[src/rtl/seq_divider_pkg.sv]
// Shared constants for the sequential restoring divider: default width
// and the three-state FSM encoding.
package seq_divider_pkg;

    localparam int WORDSIZE_DEFAULT = 64;

    localparam logic [1:0] S_IDLE = 2'd0;
    localparam logic [1:0] S_RUN  = 2'd1;
    localparam logic [1:0] S_DONE = 2'd2;

endpackage

[src/rtl/seq_divider_adder_sub.sv]
// Combinational adder-subtractor: o_result = i_a + i_b, or i_a - i_b when
// i_operation is 1.
module adder_sub #(
    parameter int WIDTH = 65
) (
    input  logic [WIDTH-1:0] i_a,
    input  logic [WIDTH-1:0] i_b,
    input  logic             i_operation,
    output logic [WIDTH-1:0] o_result
);

    assign o_result = i_operation ? (i_a - i_b) : (i_a + i_b);

endmodule

[src/rtl/seq_divider.sv]
// Unsigned sequential restoring divider, one quotient bit per RUN cycle.
// Divide-by-zero returns all-ones quotient and the dividend as remainder.
module seq_divider
    import seq_divider_pkg::*;
#(
    parameter int WORDSIZE = WORDSIZE_DEFAULT
) (
    input  logic                clk,
    input  logic                reset,
    input  logic                start,
    input  logic [WORDSIZE-1:0] dividend,
    input  logic [WORDSIZE-1:0] divisor,
    output logic                busy,
    output logic                done,
    output logic [WORDSIZE-1:0] quotient,
    output logic [WORDSIZE-1:0] remainder
);

    localparam int CW = $clog2(WORDSIZE);
    localparam logic [CW-1:0] COUNT_LAST = CW'(WORDSIZE - 1);

    logic [1:0]          r_state;
    logic [CW-1:0]       r_count;
    logic [WORDSIZE-1:0] r_dividend;
    logic [WORDSIZE-1:0] r_divisor;
    logic [WORDSIZE-1:0] r_rem;
    logic [WORDSIZE-1:0] r_quot;
    logic [WORDSIZE-1:0] r_quotient_out;
    logic [WORDSIZE-1:0] r_remainder_out;

    logic [WORDSIZE:0]   w_shifted;
    logic [WORDSIZE:0]   w_diff;
    logic                w_fits;
    logic [WORDSIZE-1:0] w_rem_next;
    logic [WORDSIZE-1:0] w_quot_next;

    // Dividend bits are consumed MSB first by indexing with the down-counter,
    // so the captured dividend register itself never shifts.
    assign w_shifted = {r_rem, r_dividend[r_count]};

    adder_sub #(
        .WIDTH(WORDSIZE + 1)
    ) u_adder_sub (
        .i_a        (w_shifted),
        .i_b        ({1'b0, r_divisor}),
        .i_operation(1'b1),
        .o_result   (w_diff)
    );

    assign w_fits      = ~w_diff[WORDSIZE];
    assign w_rem_next  = w_fits ? w_diff[WORDSIZE-1:0] : w_shifted[WORDSIZE-1:0];
    assign w_quot_next = {r_quot[WORDSIZE-2:0], w_fits};

    always_ff @(posedge clk) begin
        if (reset) begin
            r_state         <= S_IDLE;
            r_count         <= '0;
            r_dividend      <= '0;
            r_divisor       <= '0;
            r_rem           <= '0;
            r_quot          <= '0;
            r_quotient_out  <= '0;
            r_remainder_out <= '0;
        end else begin
            case (r_state)
                S_IDLE: begin
                    if (start) begin
                        r_dividend <= dividend;
                        r_divisor  <= divisor;
                        r_rem      <= '0;
                        r_quot     <= '0;
                        r_count    <= COUNT_LAST;
                        if (divisor == '0) begin
                            r_state         <= S_DONE;
                            r_quotient_out  <= '1;
                            r_remainder_out <= dividend;
                        end else begin
                            r_state <= S_RUN;
                        end
                    end
                end
                S_RUN: begin
                    r_rem  <= w_rem_next;
                    r_quot <= w_quot_next;
                    // Results only reach the outputs on the final step.
                    if (r_count == '0) begin
                        r_state         <= S_DONE;
                        r_quotient_out  <= w_quot_next;
                        r_remainder_out <= w_rem_next;
                    end else begin
                        r_count <= r_count - 1'b1;
                    end
                end
                S_DONE: begin
                    r_state <= S_IDLE;
                end
                default: begin
                    r_state <= S_IDLE;
                end
            endcase
        end
    end

    assign busy      = (r_state == S_RUN) || (r_state == S_DONE);
    assign done      = (r_state == S_DONE);
    assign quotient  = r_quotient_out;
    assign remainder = r_remainder_out;

endmodule

[config.mk]
export PLATFORM = sky130hd
export DESIGN_NAME = seq_divider
export DESIGN_NICKNAME = d
export VERILOG_FILES = /design/src/rtl/seq_divider_pkg.sv /design/src/rtl/seq_divider_adder_sub.sv /design/src/rtl/seq_divider.sv
export SDC_FILE = /design/constraint.sdc
export NUM_CORES = 1
export LEC_CHECK = 0
export ABC_AREA = 1
export BUFFER_PORTS_ARGS = -buffer_cell sky130_fd_sc_hd__clkbuf_2
export CAP_MARGIN = 20
export CORE_MARGIN = 2
export CORE_UTILIZATION = 42
export CTS_CLUSTER_SIZE = 14
export DETAILED_ROUTE_END_ITERATION = 7
export SYNTH_ARGS = -nofsm -noshare
export SYNTH_HDL_FRONTEND = slang
export SYNTH_SLANG_ARGS = --single-unit
[constraint.sdc]
create_clock -name clk -period 9.4 [get_ports clk]
set_clock_uncertainty 0.15 [all_clocks]
set_input_delay 1.88 -clock clk [delete_from_list [all_inputs] [get_ports clk]]
set_output_delay 1.88 -clock clk [all_outputs]
set_load 0.02 [all_outputs]
==> reports/metrics.yaml <==
status: "completed"
grt.total_usage: 0.2730
synth_area_leader_cell: "dfxtp_1"
worstSetupStartpoint: "r_count[1]$_SDFFE_PP0P_"
cts_tree: "built"
cpMostUsedCell: "nand2_1"
via_count: 23550
antenna_found_initial: 2
drt_first_pass_iters: 8
cp.arrival_ns: 5.86
fmax_mhz: 183.3
row_count: 86
fin_ws_ns: 3.945
die_h_um: 239.9
crit_path_start_kind: "flop"
hold_ws_ns: 0.3125
post-place-ws_ns: 3.479
nNetsFinal: 4146
path_clk_slew_ns: 0.07
cts_buffers: 44
yosysSeqAreaShare: 0.3350
hp-start: "r_divisor[13]$_SDFFE_PP0P_"
htree_levels: 2
cts_resized: 0
synthCells: 3805
area_growth_pct: 13.39
ir_worst_vdd_mv: 0.3380
r2r_start: "r_count[1]$_SDFFE_PP0P_"
syn_nets: 4006
die_area_um2: 57530
worst_pin_slew_ns: 1.133
yosys.cell_types.count: 36
drive_gt1_frac: 0.1080
avgSynthCellArea_um2: 6.140
cpPeakStageDelay_ns: 0.62
postCtsSetupBuffers: 0
ys_ff_latch: 391
cts_hold_buf: 0
core_um2: 55090
drv_slew: 0
insertion_delay_ns: 0.61
crit_required_ns: 9.80
totalWireLength_mm: 78.59
ant_nets: 0
clk_path_buf_depth: 3
cpMaxStageDelayCell: "nand2_2"
route.detailed.drc: 0
synthesis.area_um2: 23360
grt_pass1_vias: 21940
yosys_warnings: 0
grt_max_degree: 196
io-pin-count: 261
hold_class: "reg2reg"
place_inst: 4643
die_w_um: 239.9
cts_sinks: 391
crit_type: "reg2reg"
tns_ns: 0
path_buf_inv: 6
max_cap_viol_count: 0
cp_max_fo: 34
initial_utilization: 0.4241
relSlewSlack: 0.2444
rsz0062_at_grt: "no"
vias_per_cell: 4.988
synth_top_area_share: 0.3350
wl_per_cell_um: 16.65
hpwl_mm: 58.34
finalNonFillerCells: 4721
power_density_nw_per_um2: 434.3
mostFrequentLayoutCells: "nand2_1, inv_1, nor2_1, dfxtp_1, nand3_1"
place.gp.congestion: 1.019
period_share: 0.5804
io_buffers: 260
worst_path_dominant_cell_family: "simple AND/OR/NAND/NOR gates"
first_iter_violations: 1654
clockRootBuffer: "clkbuf_16"
leakagePower_uw: 0.01411
finalHoldViolations: 0
final_common_cell: "nand2_1"
setup_viol: 0
grt.overflow.total: 0
synth.area.top_cells: "dfxtp_1, nand2_1, inv_1"
period_minus_slack_ns: 5.455
grt_pass1_wl_mm: 123.2
cp-end-kind: "flop"
-- state kept, by name, indices dropped and copies added (netlist names) --
| name | count |
|---|---|
| quotient | 64 |
| r_dividend | 64 |
| r_divisor | 64 |
| r_rem | 64 |
| remainder | 64 |
| r_quot | 63 |
| r_count | 6 |
| r_state | 2 |
-- synthesized netlist by cell type, drive strengths merged --
master  count
o22ai       2
a31oi       3
dfxtp     391
xor2       34
o211ai      9
nand3b      7
clkbuf    135
clkinv      2
nand3     380
a21oi     248
nor3       79
or3         1
nand2     882
and3        3
nor4       25
fa          1
o21a        1
inv       696
nor2      475
buf        50
ha         69
nand4      13
o21ai     299
-- routing by layer --
metal	up-vias	track usage	wire length (um)
li1	12130	-	-
met1	10700	0.3677	35590
met2	602	0.4460	35710
met3	117	0.04145	4712
met4	4	0.09223	2548
met5	-	0	26
-- power breakdown --
part	total (uW)	switching, uW	internal [uW]
logic	7250	5240	2010
registers	2460	312	2150
clock network	1790	751	1040
total	11500	6300	5200
-- final cells by class --
type	instances	area, um2
timing repair buffer	279	1519
tap	748	935.9
inverter	698	2630
clock buffer	58	1234
clock inverter	15	256.5
sequential	391	7828
antenna	1	2.502
fill	6024	28600
multi-input combinational	2531	12090
-- per-stage QoR --
| stage | power (uW) | utilization | area, um2 |
|---|---|---|---|
| floorplan | 7730 | - | 23360 |
| global placement | 9630 | 0.4521 | 24910 |
| detailed placement | 9628 | 0.4521 | 24910 |
| CTS | 11460 | 0.4792 | 26400 |
| global route | 12550 | 0.4808 | 26490 |
| finish | 11500 | 0.4809 | 26490 |
-- worst register-to-register path: cells and delay by family (launching register included) --
| kind | cells | cell delay [ns] |
|---|---|---|
| flip-flops | 1 | 0.60 |
| AND/OR/NAND/NOR | 20 | 2.54 |
| buffers and inverters | 6 | 1.36 |
| adder cells (fa/ha/maj) | 2 | 0.56 |
| AO/OA/AOI/OAI | 2 | 0.21 |
-- final timing paths --
| path | to | slack [ns] | cells after the start |
|---|---|---|---|
| max | r_rem[36]$_SDFFE_PP0P_ | 3.94 | 30 |
| min | r_divisor[13]$_SDFFE_PP0P_ | 0.31 | 2 |
| max reg2reg | r_rem[36]$_SDFFE_PP0P_ | 3.94 | 30 |
| min reg2reg | r_divisor[13]$_SDFFE_PP0P_ | 0.31 | 2 |
-- cell families (layout without fill, tap and decap cells) --
family,after synthesis,count (layout),synth area share
DFF,391,391,0.3350
buffers and inverters,883,1050,0.1493
other,0,1,0
AOI/OAI and AO/OA,562,562,0.1217
adders and majority gates,70,70,0.03781
and+or+nand+nor,1865,1865,0.3434
xor gates and xnor gates,34,34,0.01275
(Power assumes the default switching activity.)
